[src/rtl/taxi_pcie_us_cq_reg_cpl_if.sv]
// AXI4-Stream bundle shared by the PCIe CQ/CC ports; the source drives everything except tready.
interface taxi_axis_if #(
  parameter int DATA_W = 256,
  parameter int KEEP_W = DATA_W / 32,
  parameter int USER_W = 1
) ();
  logic [DATA_W-1:0] tdata;
  logic [KEEP_W-1:0] tkeep;
  logic              tvalid;
  logic              tready;
  logic              tlast;
  logic [USER_W-1:0] tuser;

  modport src (output tdata, tkeep, tvalid, tlast, tuser, input tready);
  modport snk (input tdata, tkeep, tvalid, tlast, tuser, output tready);
  modport mon (input tdata, tkeep, tvalid, tready, tlast, tuser);
endinterface

[src/rtl/taxi_pcie_us_cq_reg_cpl.sv]
// UltraScale PCIe completer: single-DW CQ memory requests become 32-bit register accesses,
// and every non-posted request gets one CC completion (SC, UR or CA).
module taxi_pcie_us_cq_reg_cpl #(
  parameter int REG_ADDR_W = 16,
  parameter int RD_TIMEOUT = 1024
) (
  input  logic                  clk,
  input  logic                  rst_n,
  taxi_axis_if.snk              s_axis_cq,
  taxi_axis_if.src              m_axis_cc,
  output logic [REG_ADDR_W-3:0] reg_addr,
  output logic [31:0]           reg_wr_data,
  output logic [3:0]            reg_wr_strb,
  output logic                  reg_wr_en,
  input  logic                  reg_wr_ack,
  output logic                  reg_rd_en,
  input  logic [31:0]           reg_rd_data,
  input  logic                  reg_rd_ack,
  input  logic [15:0]           completer_id,
  input  logic                  completer_id_en,
  output logic                  stat_err_cor,
  output logic                  stat_err_uncor
);

  localparam int DATA_W = s_axis_cq.DATA_W;
  localparam int KEEP_W = m_axis_cc.KEEP_W;
  localparam int CNT_W  = (RD_TIMEOUT > 2) ? $clog2(RD_TIMEOUT) : 1;

  if (DATA_W != 128 && DATA_W != 256) begin : g_bad_width
    $error("taxi_pcie_us_cq_reg_cpl: DATA_W must be 128 or 256");
  end
  if (m_axis_cc.DATA_W != DATA_W || KEEP_W != DATA_W / 32) begin : g_bad_cc
    $error("taxi_pcie_us_cq_reg_cpl: CC interface must match CQ width with KEEP_W = DATA_W/32");
  end

  localparam logic [2:0] ST_IDLE    = 3'd0;
  localparam logic [2:0] ST_WR_DATA = 3'd1;
  localparam logic [2:0] ST_REG_WR  = 3'd2;
  localparam logic [2:0] ST_REG_RD  = 3'd3;
  localparam logic [2:0] ST_CPL     = 3'd4;
  localparam logic [2:0] ST_DROP    = 3'd5;

  localparam logic [3:0] REQ_MRD     = 4'b0000;
  localparam logic [3:0] REQ_MWR     = 4'b0001;
  localparam logic [3:0] REQ_IORD    = 4'b0010;
  localparam logic [3:0] REQ_IOWR    = 4'b0011;
  localparam logic [3:0] REQ_LOCK_RD = 4'b0111;
  localparam logic [3:0] REQ_CFG0_RD = 4'b1000;
  localparam logic [3:0] REQ_CFG1_RD = 4'b1001;
  localparam logic [3:0] REQ_CFG0_WR = 4'b1010;
  localparam logic [3:0] REQ_CFG1_WR = 4'b1011;

  localparam logic [2:0] CPL_SC = 3'd0;
  localparam logic [2:0] CPL_UR = 3'd1;
  localparam logic [2:0] CPL_CA = 3'd4;

  logic [2:0]            state_reg, state_next;
  logic                  tready_reg;
  logic [REG_ADDR_W-3:0] addr_reg;
  logic [4:0]            lo_addr_reg;
  logic [1:0]            at_reg;
  logic [3:0]            first_be_reg;
  logic [15:0]           req_id_reg;
  logic [7:0]            tag_reg;
  logic [2:0]            tc_reg;
  logic [2:0]            attr_reg;
  logic [31:0]           wr_data_reg;
  logic [31:0]           rd_data_reg;
  logic [2:0]            status_reg;
  logic [CNT_W-1:0]      rd_cnt;
  logic                  stat_cor_reg;
  logic                  stat_uncor_reg;

  logic        cq_fire;
  logic [3:0]  cq_req_type;
  logic [10:0] cq_dw_count;
  logic        cq_is_mwr1, cq_is_mrd1, cq_supported, cq_non_posted;
  logic [31:0] beat_wr_data;
  logic        rd_timeout;

  assign cq_fire       = s_axis_cq.tvalid && tready_reg;
  assign cq_req_type   = s_axis_cq.tdata[78:75];
  assign cq_dw_count   = s_axis_cq.tdata[74:64];
  assign cq_is_mwr1    = (cq_req_type == REQ_MWR) && (cq_dw_count == 11'd1);
  assign cq_is_mrd1    = (cq_req_type == REQ_MRD) && (cq_dw_count == 11'd1);
  assign cq_supported  = cq_is_mwr1 || cq_is_mrd1;
  assign cq_non_posted = cq_req_type inside {REQ_MRD, REQ_IORD, REQ_IOWR, REQ_LOCK_RD,
                                             REQ_CFG0_RD, REQ_CFG1_RD, REQ_CFG0_WR, REQ_CFG1_WR};
  assign rd_timeout    = (rd_cnt == CNT_W'(RD_TIMEOUT - 1));

  // At 256 bits the single write DW rides in the descriptor beat; at 128 it follows in beat 1.
  if (DATA_W == 256) begin : g_dw_256
    assign beat_wr_data = s_axis_cq.tdata[159:128];
  end else begin : g_dw_128
    assign beat_wr_data = 32'd0;
  end

  always_comb begin
    // NOTE: default first so every path assigns state_next and no latch is inferred.
    state_next = state_reg;
    case (state_reg)
      ST_IDLE: begin
        if (cq_fire) begin
          if (cq_is_mwr1) begin
            if (DATA_W == 256) begin
              state_next = s_axis_cq.tlast ? ST_REG_WR : ST_DROP;
            end else begin
              state_next = ST_WR_DATA;
            end
          end else if (cq_is_mrd1) begin
            state_next = s_axis_cq.tlast ? ST_REG_RD : ST_DROP;
          end else if (cq_non_posted) begin
            state_next = ST_CPL;
          end else begin
            state_next = s_axis_cq.tlast ? ST_IDLE : ST_DROP;
          end
        end
      end
      ST_WR_DATA: if (cq_fire) state_next = s_axis_cq.tlast ? ST_REG_WR : ST_DROP;
      ST_DROP:    if (cq_fire && s_axis_cq.tlast) state_next = ST_IDLE;
      ST_REG_WR:  if (reg_wr_ack) state_next = ST_IDLE;
      ST_REG_RD:  if (reg_rd_ack || rd_timeout) state_next = ST_CPL;
      ST_CPL:     if (m_axis_cc.tready) state_next = ST_IDLE;
      default:    state_next = ST_IDLE;
    endcase
  end

  always_ff @(posedge clk) begin
    if (!rst_n) begin
      state_reg      <= ST_IDLE;
      tready_reg     <= 1'b0;
      addr_reg       <= '0;
      lo_addr_reg    <= '0;
      at_reg         <= '0;
      first_be_reg   <= '0;
      req_id_reg     <= '0;
      tag_reg        <= '0;
      tc_reg         <= '0;
      attr_reg       <= '0;
      wr_data_reg    <= '0;
      rd_data_reg    <= '0;
      status_reg     <= CPL_SC;
      rd_cnt         <= '0;
      stat_cor_reg   <= 1'b0;
      stat_uncor_reg <= 1'b0;
    end else begin
      // NOTE: sequential state uses <= only; the blocking next-state math lives in always_comb.
      state_reg      <= state_next;
      tready_reg     <= (state_next == ST_IDLE) || (state_next == ST_WR_DATA) || (state_next == ST_DROP);
      stat_cor_reg   <= 1'b0;
      stat_uncor_reg <= 1'b0;

      case (state_reg)
        ST_IDLE: begin
          if (cq_fire) begin
            addr_reg       <= s_axis_cq.tdata[REG_ADDR_W-1:2];
            lo_addr_reg    <= s_axis_cq.tdata[6:2];
            at_reg         <= s_axis_cq.tdata[1:0];
            first_be_reg   <= s_axis_cq.tuser[3:0];
            req_id_reg     <= s_axis_cq.tdata[95:80];
            tag_reg        <= s_axis_cq.tdata[103:96];
            tc_reg         <= s_axis_cq.tdata[123:121];
            attr_reg       <= s_axis_cq.tdata[126:124];
            wr_data_reg    <= beat_wr_data;
            rd_data_reg    <= '0;
            rd_cnt         <= '0;
            status_reg     <= cq_supported ? CPL_SC : CPL_UR;
            stat_uncor_reg <= !cq_supported;
          end
        end
        ST_WR_DATA: begin
          if (cq_fire) wr_data_reg <= s_axis_cq.tdata[31:0];
        end
        ST_REG_RD: begin
          // A late ack that lands on the timeout cycle still completes successfully.
          if (reg_rd_ack) begin
            rd_data_reg <= reg_rd_data;
            status_reg  <= CPL_SC;
          end else if (rd_timeout) begin
            rd_data_reg  <= '0;
            status_reg   <= CPL_CA;
            stat_cor_reg <= 1'b1;
          end else begin
            rd_cnt <= rd_cnt + 1'b1;
          end
        end
        default: ;
      endcase
    end
  end

  logic [1:0]   be_lo_idx, be_hi_idx;
  logic [12:0]  byte_cnt;
  logic [127:0] cpl_desc;
  logic         cc_active;

  always_comb begin
    be_lo_idx = 2'd0;
    be_hi_idx = 2'd0;
    casez (first_be_reg)
      4'b???1: be_lo_idx = 2'd0;
      4'b??10: be_lo_idx = 2'd1;
      4'b?100: be_lo_idx = 2'd2;
      4'b1000: be_lo_idx = 2'd3;
      default: be_lo_idx = 2'd0;
    endcase
    casez (first_be_reg)
      4'b1???: be_hi_idx = 2'd3;
      4'b01??: be_hi_idx = 2'd2;
      4'b001?: be_hi_idx = 2'd1;
      default: be_hi_idx = 2'd0;
    endcase
    byte_cnt = (first_be_reg == 4'd0) ? 13'd1 : (13'(be_hi_idx) - 13'(be_lo_idx) + 13'd1);
  end

  always_comb begin
    cpl_desc          = '0;
    cpl_desc[6:0]     = {lo_addr_reg, be_lo_idx};
    cpl_desc[9:8]     = at_reg;
    cpl_desc[28:16]   = byte_cnt;
    cpl_desc[42:32]   = (status_reg == CPL_SC) ? 11'd1 : 11'd0;
    cpl_desc[45:43]   = status_reg;
    cpl_desc[63:48]   = req_id_reg;
    cpl_desc[71:64]   = tag_reg;
    cpl_desc[87:72]   = completer_id;
    cpl_desc[88]      = completer_id_en;
    cpl_desc[91:89]   = tc_reg;
    cpl_desc[94:92]   = attr_reg;
    cpl_desc[127:96]  = rd_data_reg;
  end

  assign cc_active        = (state_reg == ST_CPL);
  assign m_axis_cc.tvalid = cc_active;
  assign m_axis_cc.tlast  = cc_active;
  assign m_axis_cc.tuser  = '0;
  assign m_axis_cc.tdata  = cc_active ? DATA_W'(cpl_desc) : '0;
  assign m_axis_cc.tkeep  = !cc_active ? '0 :
                            (status_reg == CPL_SC) ? KEEP_W'(4'b1111) : KEEP_W'(4'b0111);

  assign s_axis_cq.tready = tready_reg;
  assign reg_addr         = addr_reg;
  assign reg_wr_data      = wr_data_reg;
  assign reg_wr_strb      = first_be_reg;
  assign reg_wr_en        = (state_reg == ST_REG_WR);
  assign reg_rd_en        = (state_reg == ST_REG_RD);
  assign stat_err_cor     = stat_cor_reg;
  assign stat_err_uncor   = stat_uncor_reg;

  // Descriptor bits, keep and sideband fields this completer never looks at.
  logic unused_cq;
  assign unused_cq = ^{s_axis_cq.tkeep, s_axis_cq.tuser, s_axis_cq.tdata};

endmodule

[src/flat_wrapper.sv]
// flat-port wrapper written by rule: the top's interface ports become plain ports
module taxi_pcie_us_cq_reg_cpl_flat 
#(
  parameter int REG_ADDR_W = 16,
  parameter int RD_TIMEOUT = 1024
)
  (clk, rst_n, reg_addr, reg_wr_data, reg_wr_strb, reg_wr_en, reg_wr_ack, reg_rd_en, reg_rd_data, reg_rd_ack, completer_id, completer_id_en, stat_err_cor, stat_err_uncor, s_axis_cq_tdata, s_axis_cq_tkeep, s_axis_cq_tvalid, s_axis_cq_tlast, s_axis_cq_tuser, s_axis_cq_tready, m_axis_cc_tdata, m_axis_cc_tkeep, m_axis_cc_tvalid, m_axis_cc_tlast, m_axis_cc_tuser, m_axis_cc_tready);
  taxi_axis_if #(.DATA_W((256)), .KEEP_W(((256) / 32)), .USER_W(88)) s_axis_cq_i ();
  taxi_axis_if #(.DATA_W((256)), .KEEP_W(((256) / 32)), .USER_W(33)) m_axis_cc_i ();
  input  logic clk;
  input  logic rst_n;
  output logic [REG_ADDR_W-3:0] reg_addr;
  output logic [31:0] reg_wr_data;
  output logic [3:0] reg_wr_strb;
  output logic reg_wr_en;
  input  logic reg_wr_ack;
  output logic reg_rd_en;
  input  logic [31:0] reg_rd_data;
  input  logic reg_rd_ack;
  input  logic [15:0] completer_id;
  input  logic completer_id_en;
  output logic stat_err_cor;
  output logic stat_err_uncor;
  input wire logic [$bits(s_axis_cq_i.tdata)-1:0] s_axis_cq_tdata;
  input wire logic [$bits(s_axis_cq_i.tkeep)-1:0] s_axis_cq_tkeep;
  input wire logic [$bits(s_axis_cq_i.tvalid)-1:0] s_axis_cq_tvalid;
  input wire logic [$bits(s_axis_cq_i.tlast)-1:0] s_axis_cq_tlast;
  input wire logic [$bits(s_axis_cq_i.tuser)-1:0] s_axis_cq_tuser;
  output wire logic [$bits(s_axis_cq_i.tready)-1:0] s_axis_cq_tready;
  output wire logic [$bits(m_axis_cc_i.tdata)-1:0] m_axis_cc_tdata;
  output wire logic [$bits(m_axis_cc_i.tkeep)-1:0] m_axis_cc_tkeep;
  output wire logic [$bits(m_axis_cc_i.tvalid)-1:0] m_axis_cc_tvalid;
  output wire logic [$bits(m_axis_cc_i.tlast)-1:0] m_axis_cc_tlast;
  output wire logic [$bits(m_axis_cc_i.tuser)-1:0] m_axis_cc_tuser;
  input wire logic [$bits(m_axis_cc_i.tready)-1:0] m_axis_cc_tready;
  assign s_axis_cq_i.tdata = s_axis_cq_tdata;
  assign s_axis_cq_i.tkeep = s_axis_cq_tkeep;
  assign s_axis_cq_i.tvalid = s_axis_cq_tvalid;
  assign s_axis_cq_i.tlast = s_axis_cq_tlast;
  assign s_axis_cq_i.tuser = s_axis_cq_tuser;
  assign s_axis_cq_tready = s_axis_cq_i.tready;
  assign m_axis_cc_tdata = m_axis_cc_i.tdata;
  assign m_axis_cc_tkeep = m_axis_cc_i.tkeep;
  assign m_axis_cc_tvalid = m_axis_cc_i.tvalid;
  assign m_axis_cc_tlast = m_axis_cc_i.tlast;
  assign m_axis_cc_tuser = m_axis_cc_i.tuser;
  assign m_axis_cc_i.tready = m_axis_cc_tready;
  taxi_pcie_us_cq_reg_cpl #(.REG_ADDR_W(REG_ADDR_W), .RD_TIMEOUT(RD_TIMEOUT)) u_core (.clk(clk), .rst_n(rst_n), .s_axis_cq(s_axis_cq_i), .m_axis_cc(m_axis_cc_i), .reg_addr(reg_addr), .reg_wr_data(reg_wr_data), .reg_wr_strb(reg_wr_strb), .reg_wr_en(reg_wr_en), .reg_wr_ack(reg_wr_ack), .reg_rd_en(reg_rd_en), .reg_rd_data(reg_rd_data), .reg_rd_ack(reg_rd_ack), .completer_id(completer_id), .completer_id_en(completer_id_en), .stat_err_cor(stat_err_cor), .stat_err_uncor(stat_err_uncor));
endmodule
[config.mk]
export PLATFORM = sky130hd
export DESIGN_NAME = taxi_pcie_us_cq_reg_cpl_flat
export DESIGN_NICKNAME = d
export VERILOG_FILES = /design/src/rtl/taxi_pcie_us_cq_reg_cpl_if.sv /design/src/rtl/taxi_pcie_us_cq_reg_cpl.sv /design/src/flat_wrapper.sv
export SDC_FILE = /design/constraint.sdc
export NUM_CORES = 1
export LEC_CHECK = 0
export ABC_AREA = 0
export CAP_MARGIN = 20
export CORE_AREA = 3 3 292 294
export DETAILED_ROUTE_END_ITERATION = 8
export DIE_AREA = 0 0 295 297
export SYNTH_ARGS = -nofsm -noshare
export SYNTH_HDL_FRONTEND = slang
export SYNTH_SLANG_ARGS = --single-unit
[constraint.sdc]
create_clock -name clk -period 3.1 [get_ports clk]
set_clock_uncertainty 0.1 [all_clocks]
set_input_delay 0.465 -clock clk [delete_from_list [all_inputs] [get_ports clk]]
set_output_delay 0.465 -clock clk [all_outputs]
set_load 0.005 [all_outputs]
After elaboration in Yosys (flattened, before gate mapping)
Index checks and enable logic that the tools add are counted.
Widths: inputs -> output; s select.
Operators by class
  reduce and logical (&&, ||, !) cells: 23
  equality and inequality tests: 27
  add/subtract/negate cells: 3
  bitwise operators: 2
  multiplexer cells: 37
Operators by type and width (count)
  $mux 32: 5
  $mux 128: 1
  $pmux 32 s2: 2
  $mux 3: 15
  $mux 10: 3
  $eq 4x4->1 const B: 5
  $pmux 10 s2: 1
  $pmux 3 s6: 1
  $add 13x1->13 const B: 1
  $mux 13: 1
  $eq 3x3->1 const B: 4
  $pmux 2 s3: 2
  $eq 11x1->1 const B: 1
  $add 10x1->10 const B: 1
  $eq 10x10->1 const B: 1
  $eq 3x1->1 const B: 3
  $logic_not 3->1: 3
  $reduce_and 3->1: 3
  $eq 4x2->1 const B: 2
  $logic_not 4->1: 2
  $mux 8: 1
  $reduce_bool 8->1: 1
  $eq 3x2->1 const B: 2
  $pmux 3 s2: 1
  other kinds (18): 30
Storage, ports and cells
  register bits after elaboration: 138
  word-level logic and storage cells: 108
  input bits: 408

Longest topological paths before layout
  word-level depth: 10
  depth in mapped cells: 11

Least setup slack after synthesis
OpenSTA, ideal clock, no wires.
  path type: reg2out
  from: register u_core.first_be_reg[2] (netlist: u_core.reg_wr_strb[2])
  to: output m_axis_cc_tdata[22]
  path buffers: 1
  path slack: 0.549 ns
  stages on the path, launching flop included: 12
  data arrival time: 1.986 ns
  required time: 2.535 ns
  cell sequence: dfxtp_1 -> inv_1 -> a21oi_1 -> nor2_1 -> ha_1 -> fa_1 -> inv_1 -> ha_1 -> inv_1 -> ha_1 -> and2_1 -> buf_4
On the way
  longest elaborated chain between the ends: 6
  elaborated cells between the ends (all ways): 11
  classes of those cells: add/sub (2); eq/ne (4); mux (4); reduce/logical (1)
Ends and longest elaborated chain
  start: declaration: line taxi_pcie_us_cq_reg_cpl.sv:62  | logic [3:0] first_be_reg;
  start signal: assignment: line taxi_pcie_us_cq_reg_cpl.sv:159  | first_be_reg <= s_axis_cq.tuser[3:0];
  $eq 4x4->1 (tied with other cells): line taxi_pcie_us_cq_reg_cpl.sv:200  | casez (first_be_reg)
  $pmux 2 s3, on equally long branches: line taxi_pcie_us_cq_reg_cpl.sv:200, taxi_pcie_us_cq_reg_cpl.sv:207
  $sub 2x2->3: line taxi_pcie_us_cq_reg_cpl.sv:213  | byte_cnt = (first_be_reg == 4'd0) ? 13'd1 : (13'(be_hi_idx) - 13'(be_lo_idx) + 13'd1);
  $add 13x1->13: line taxi_pcie_us_cq_reg_cpl.sv:213
  $mux 13 (*): line taxi_pcie_us_cq_reg_cpl.sv:213
  $mux 128 (*): line taxi_pcie_us_cq_reg_cpl.sv:236  | assign m_axis_cc.tdata = cc_active ? DATA_W'(cpl_desc) : '0;
  end: declaration: line flat_wrapper.sv:30  | output wire logic [$bits(m_axis_cc_i.tdata)-1:0] m_axis_cc_tdata;
Every way passes the cells marked *; elsewhere a longest branch is shown, timed or not.

Worst setup path after layout
  from: register u_core.state_reg[1]
  to: output m_axis_cc_tdata[52]
On the way
  longest elaborated chain between the ends: 2
Ends and longest elaborated chain
  start: declaration: line taxi_pcie_us_cq_reg_cpl.sv:57  | logic [2:0] state_reg, state_next;
  start signal: assignment: line taxi_pcie_us_cq_reg_cpl.sv:148  | state_reg <= state_next;
  $eq 3x3->1: line taxi_pcie_us_cq_reg_cpl.sv:232  | assign cc_active = (state_reg == ST_CPL);
  $mux 128: line taxi_pcie_us_cq_reg_cpl.sv:236
Every way passes these cells.

==> impl_metrics.json <==
{
  "outcome": "finished, final reports clean",
  "p_int_uw": 3690,
  "first_iter_violations": 270,
  "crit_start": "u_core.state_reg[1]$_SDFF_PN0_",
  "final_area_um2": 12100,
  "seq_power_share": 0.352,
  "cp-end-kind": "output pin",
  "path_max_fanout": 39,
  "rows": 106,
  "clockBufferDepth": 2,
  "worstSetupEndpoint": "m_axis_cc_tdata[52]",
  "yosysWarnings": 0,
  "synth_top_area_frac": 0.352,
  "fin_crit_sh": 0.951,
  "synth_seq_cells": 132,
  "combinationalPowerShare": 0.223,
  "cts_num_sinks": 132,
  "wl_met3_um": 2850,
  "setup_tns_ps": 0,
  "hold_class": "register to register",
  "rr_endpoint": "u_core.s_axis_cq.tready$_SDFF_PN0_",
  "ir_worst_vdd_mv": 0.349,
  "ctsHoldBuffers": 0,
  "htreeDepth": 4,
  "clk_pin_slew_ps": 60,
  "portBuffers": 333,
  "avgSynthCellArea_um2": 8.18,
  "setup_viol": 0,
  "yosys_most_used_dff": "dfxtp_1",
  "mostFrequentLayoutCell": "clkdlybuf4s50_1",
  "drc": 0,
  "first_pass_iters": 4,
  "maxSlewViolCount": 0,
  "p_switching_uw": 1590,
  "routedWlPerCell_um": 13.4,
  "grt_pass1_wl_um": 42700,
  "rsz0062_at_grt": "false",
  "grt_usage": 0.0693,
  "clock.fmax_ghz": 0.339,
  "layout_common_cells": "clkdlybuf4s50_1 (319), conb_1 (189), dfxtp_1 (130)",
  "syn_to_final_growth_pct": 61.8,
  "synth_area_leaders": "dfxtp_1 (35%), buf_4 (21%), and2_1 (8.1%)",
  "r2r-start": "u_core.state_reg[2]$_SDFF_PN0_",
  "dp_hpwl_um": 22400,
  "cts_tree": "done",
  "vias": 6692,
  "ys_types": 45,
  "die_h_um": 297,
  "wl_met1_um": 13300,
  "viasPerCell": 2.88,
  "fillers": 9457,
  "criticalPathCategory": "register to output pin",
  "cp.arrival_ps": 2380,
  "synth_cells": 918,
  "grt_max_degree": 65,
  "die_x_um": 295,
  "maxCapViolCount": 0,
  "nNetsFinal": 1637,
  "insertion_delay_ps": 460,
  "worst_pin_slew_ps": 968,
  "p_sw_frac": 0.301,
  "power.density_nw_per_um2": 434,
  "placed_area_um2": 11300,
  "crit_path_start_kind": "register",
  "clockPowerShare": 0.424,
  "period_minus_slack_ps": 2950,
  "wl_um": 31200,
  "synth_area_um2": 7510,
  "clockRootBuffer": "clkbuf_16",
  "synth_edf_count": 0,
  "drtAntennaViolNets": 0,
  "io_pins": 762,
  "dieArea_um2": 87600,
  "hold_viol": 0,
  "reg2regPathDepth": 7,
  "worstPathRequired_ps": 2530,
  "async_flop_share": 0,
  "antenna_found_initial": 9,
  "cts_made_buffers": 17,
  "regToRegSetupSlack_ps": 810,
  "relSlewSlack": 0.355,
  "drive_gt1_frac": 0.0761,
  "yosysSeqAreaShare": 0.352,
  "coreArea_um2": 83200,
  "wl_met2_um": 14600,
  "top_layer": "met5",
  "synth_top_cell_by_area": "dfxtp_1",
  "grt_pass1_vias": 6298,
  "p_leak_uw": 0.00438,
  "gp_congestion": 0.745,
  "grt_overflow": 0,
  "start_util": 0.0903
}
through the flow:
stage	setup WS, ps	hold WS, ps	total power [uW]	util	instances
finish	152	350	5280	0.146	2327
global route	0.0899	374	5590	0.146	2316
CTS	5.61	351	5430	0.146	2315
detailed placement	-41.5	343	3000	0.136	2278
global placement	6.85	338	3000	0.136	2278
floorplan	549	332	2540	-	1106
how the worst min path moves through the flow:
stage                                        from                            endpoint  slack [ps]  cells past startpoint
5_1_grt           u_core.attr_reg[1]$_SDFFE_PN0P_     u_core.attr_reg[1]$_SDFFE_PN0P_         370                      2
4_1_cts            u_core.tag_reg[2]$_SDFFE_PN0P_      u_core.tag_reg[2]$_SDFFE_PN0P_         350                      2
3_3_place_gp   u_core.req_id_reg[14]$_SDFFE_PN0P_  u_core.req_id_reg[14]$_SDFFE_PN0P_         340                      2
3_5_place_dp       u_core.tag_reg[2]$_SDFFE_PN0P_      u_core.tag_reg[2]$_SDFFE_PN0P_         340                      2
6_report           u_core.tag_reg[1]$_SDFFE_PN0P_      u_core.tag_reg[1]$_SDFFE_PN0P_         350                      2
2_1_floorplan       u_core.at_reg[1]$_SDFFE_PN0P_       u_core.at_reg[1]$_SDFFE_PN0P_         330                      2
critical path, stage by stage, from the launching register on:
cell and delay (ps):
dfxtp_1 310, or3b_4 450, inv_8 120, bufbuf_16 360
and2_1 150, clkdlybuf4s50_1 510
cell type report:
type / count / area, um2 / area share
antenna: 11 / 27.5 / 0.00227
multi-input combinational: 703 / 3820 / 0.314
clock buffer: 18 / 429 / 0.0353
tap: 1080 / 1350 / 0.111
sequential: 132 / 2650 / 0.218
clock inverter: 14 / 191 / 0.0158
inverter: 8 / 40.0 / 0.00330
timing repair buffer: 361 / 3650 / 0.300
cell families after synthesis:
logic type                 Yosys count  share of synthesized area
AOI/OAI and AO/OA                  137                      0.125
xor gates and xnor gates             6                    0.00700
adders and majority gates            6                     0.0110
buffers and inverters              271                      0.244
DFF                                132                      0.352
muxes                               33                     0.0440
other                                1                   0.000500
and+or+nand+nor                    332                      0.217
what timing repair did:
action / 4_1_cts / 5_1_grt
resized for setup: 41 / 19
cloned: 2 / 0
setup endpoints to repair: 87 / 42
pin swaps: 2 / 3
setup buffers: 3 / 1
hold endpoints to repair: 0 / 0
cells in the mapped netlist (all sizes together) (2+ instances only):
cell / instances
a2111oi: 2
a211oi: 34
a21boi: 18
a21oi: 41
a22oi: 33
and2: 97
and3: 4
buf: 217
clkbuf: 46
dfxtp: 132
ha: 5
inv: 8
mux2i: 33
nand2: 108
nand2b: 2
nand3: 7
nand3b: 2
nand4: 6
nor2: 83
nor3: 6
nor3b: 3
nor4: 5
o21ai: 3
or3: 2
or4: 2
xor2: 5
power groups by stage:
stage | clock network (uW) | logic [uW] | registers [uW]
final | 2240 | 1180 | 1860
after floorplan | 0 | 651 | 1890
after detailed placement | 0 | 1100 | 1900
after global routing | 2420 | 1300 | 1870
after global placement | 0 | 1100 | 1890
after CTS | 2390 | 1180 | 1860
per-layer routing:
layer | vias to the layer above | track usage
met5 | - | 0
met4 | 6 | 0.0261
met3 | 26 | 0.0308
met2 | 303 | 0.112
met1 | 3084 | 0.0807
li1 | 3273 | -
Note: power is estimated with default switching activity, not from simulation.
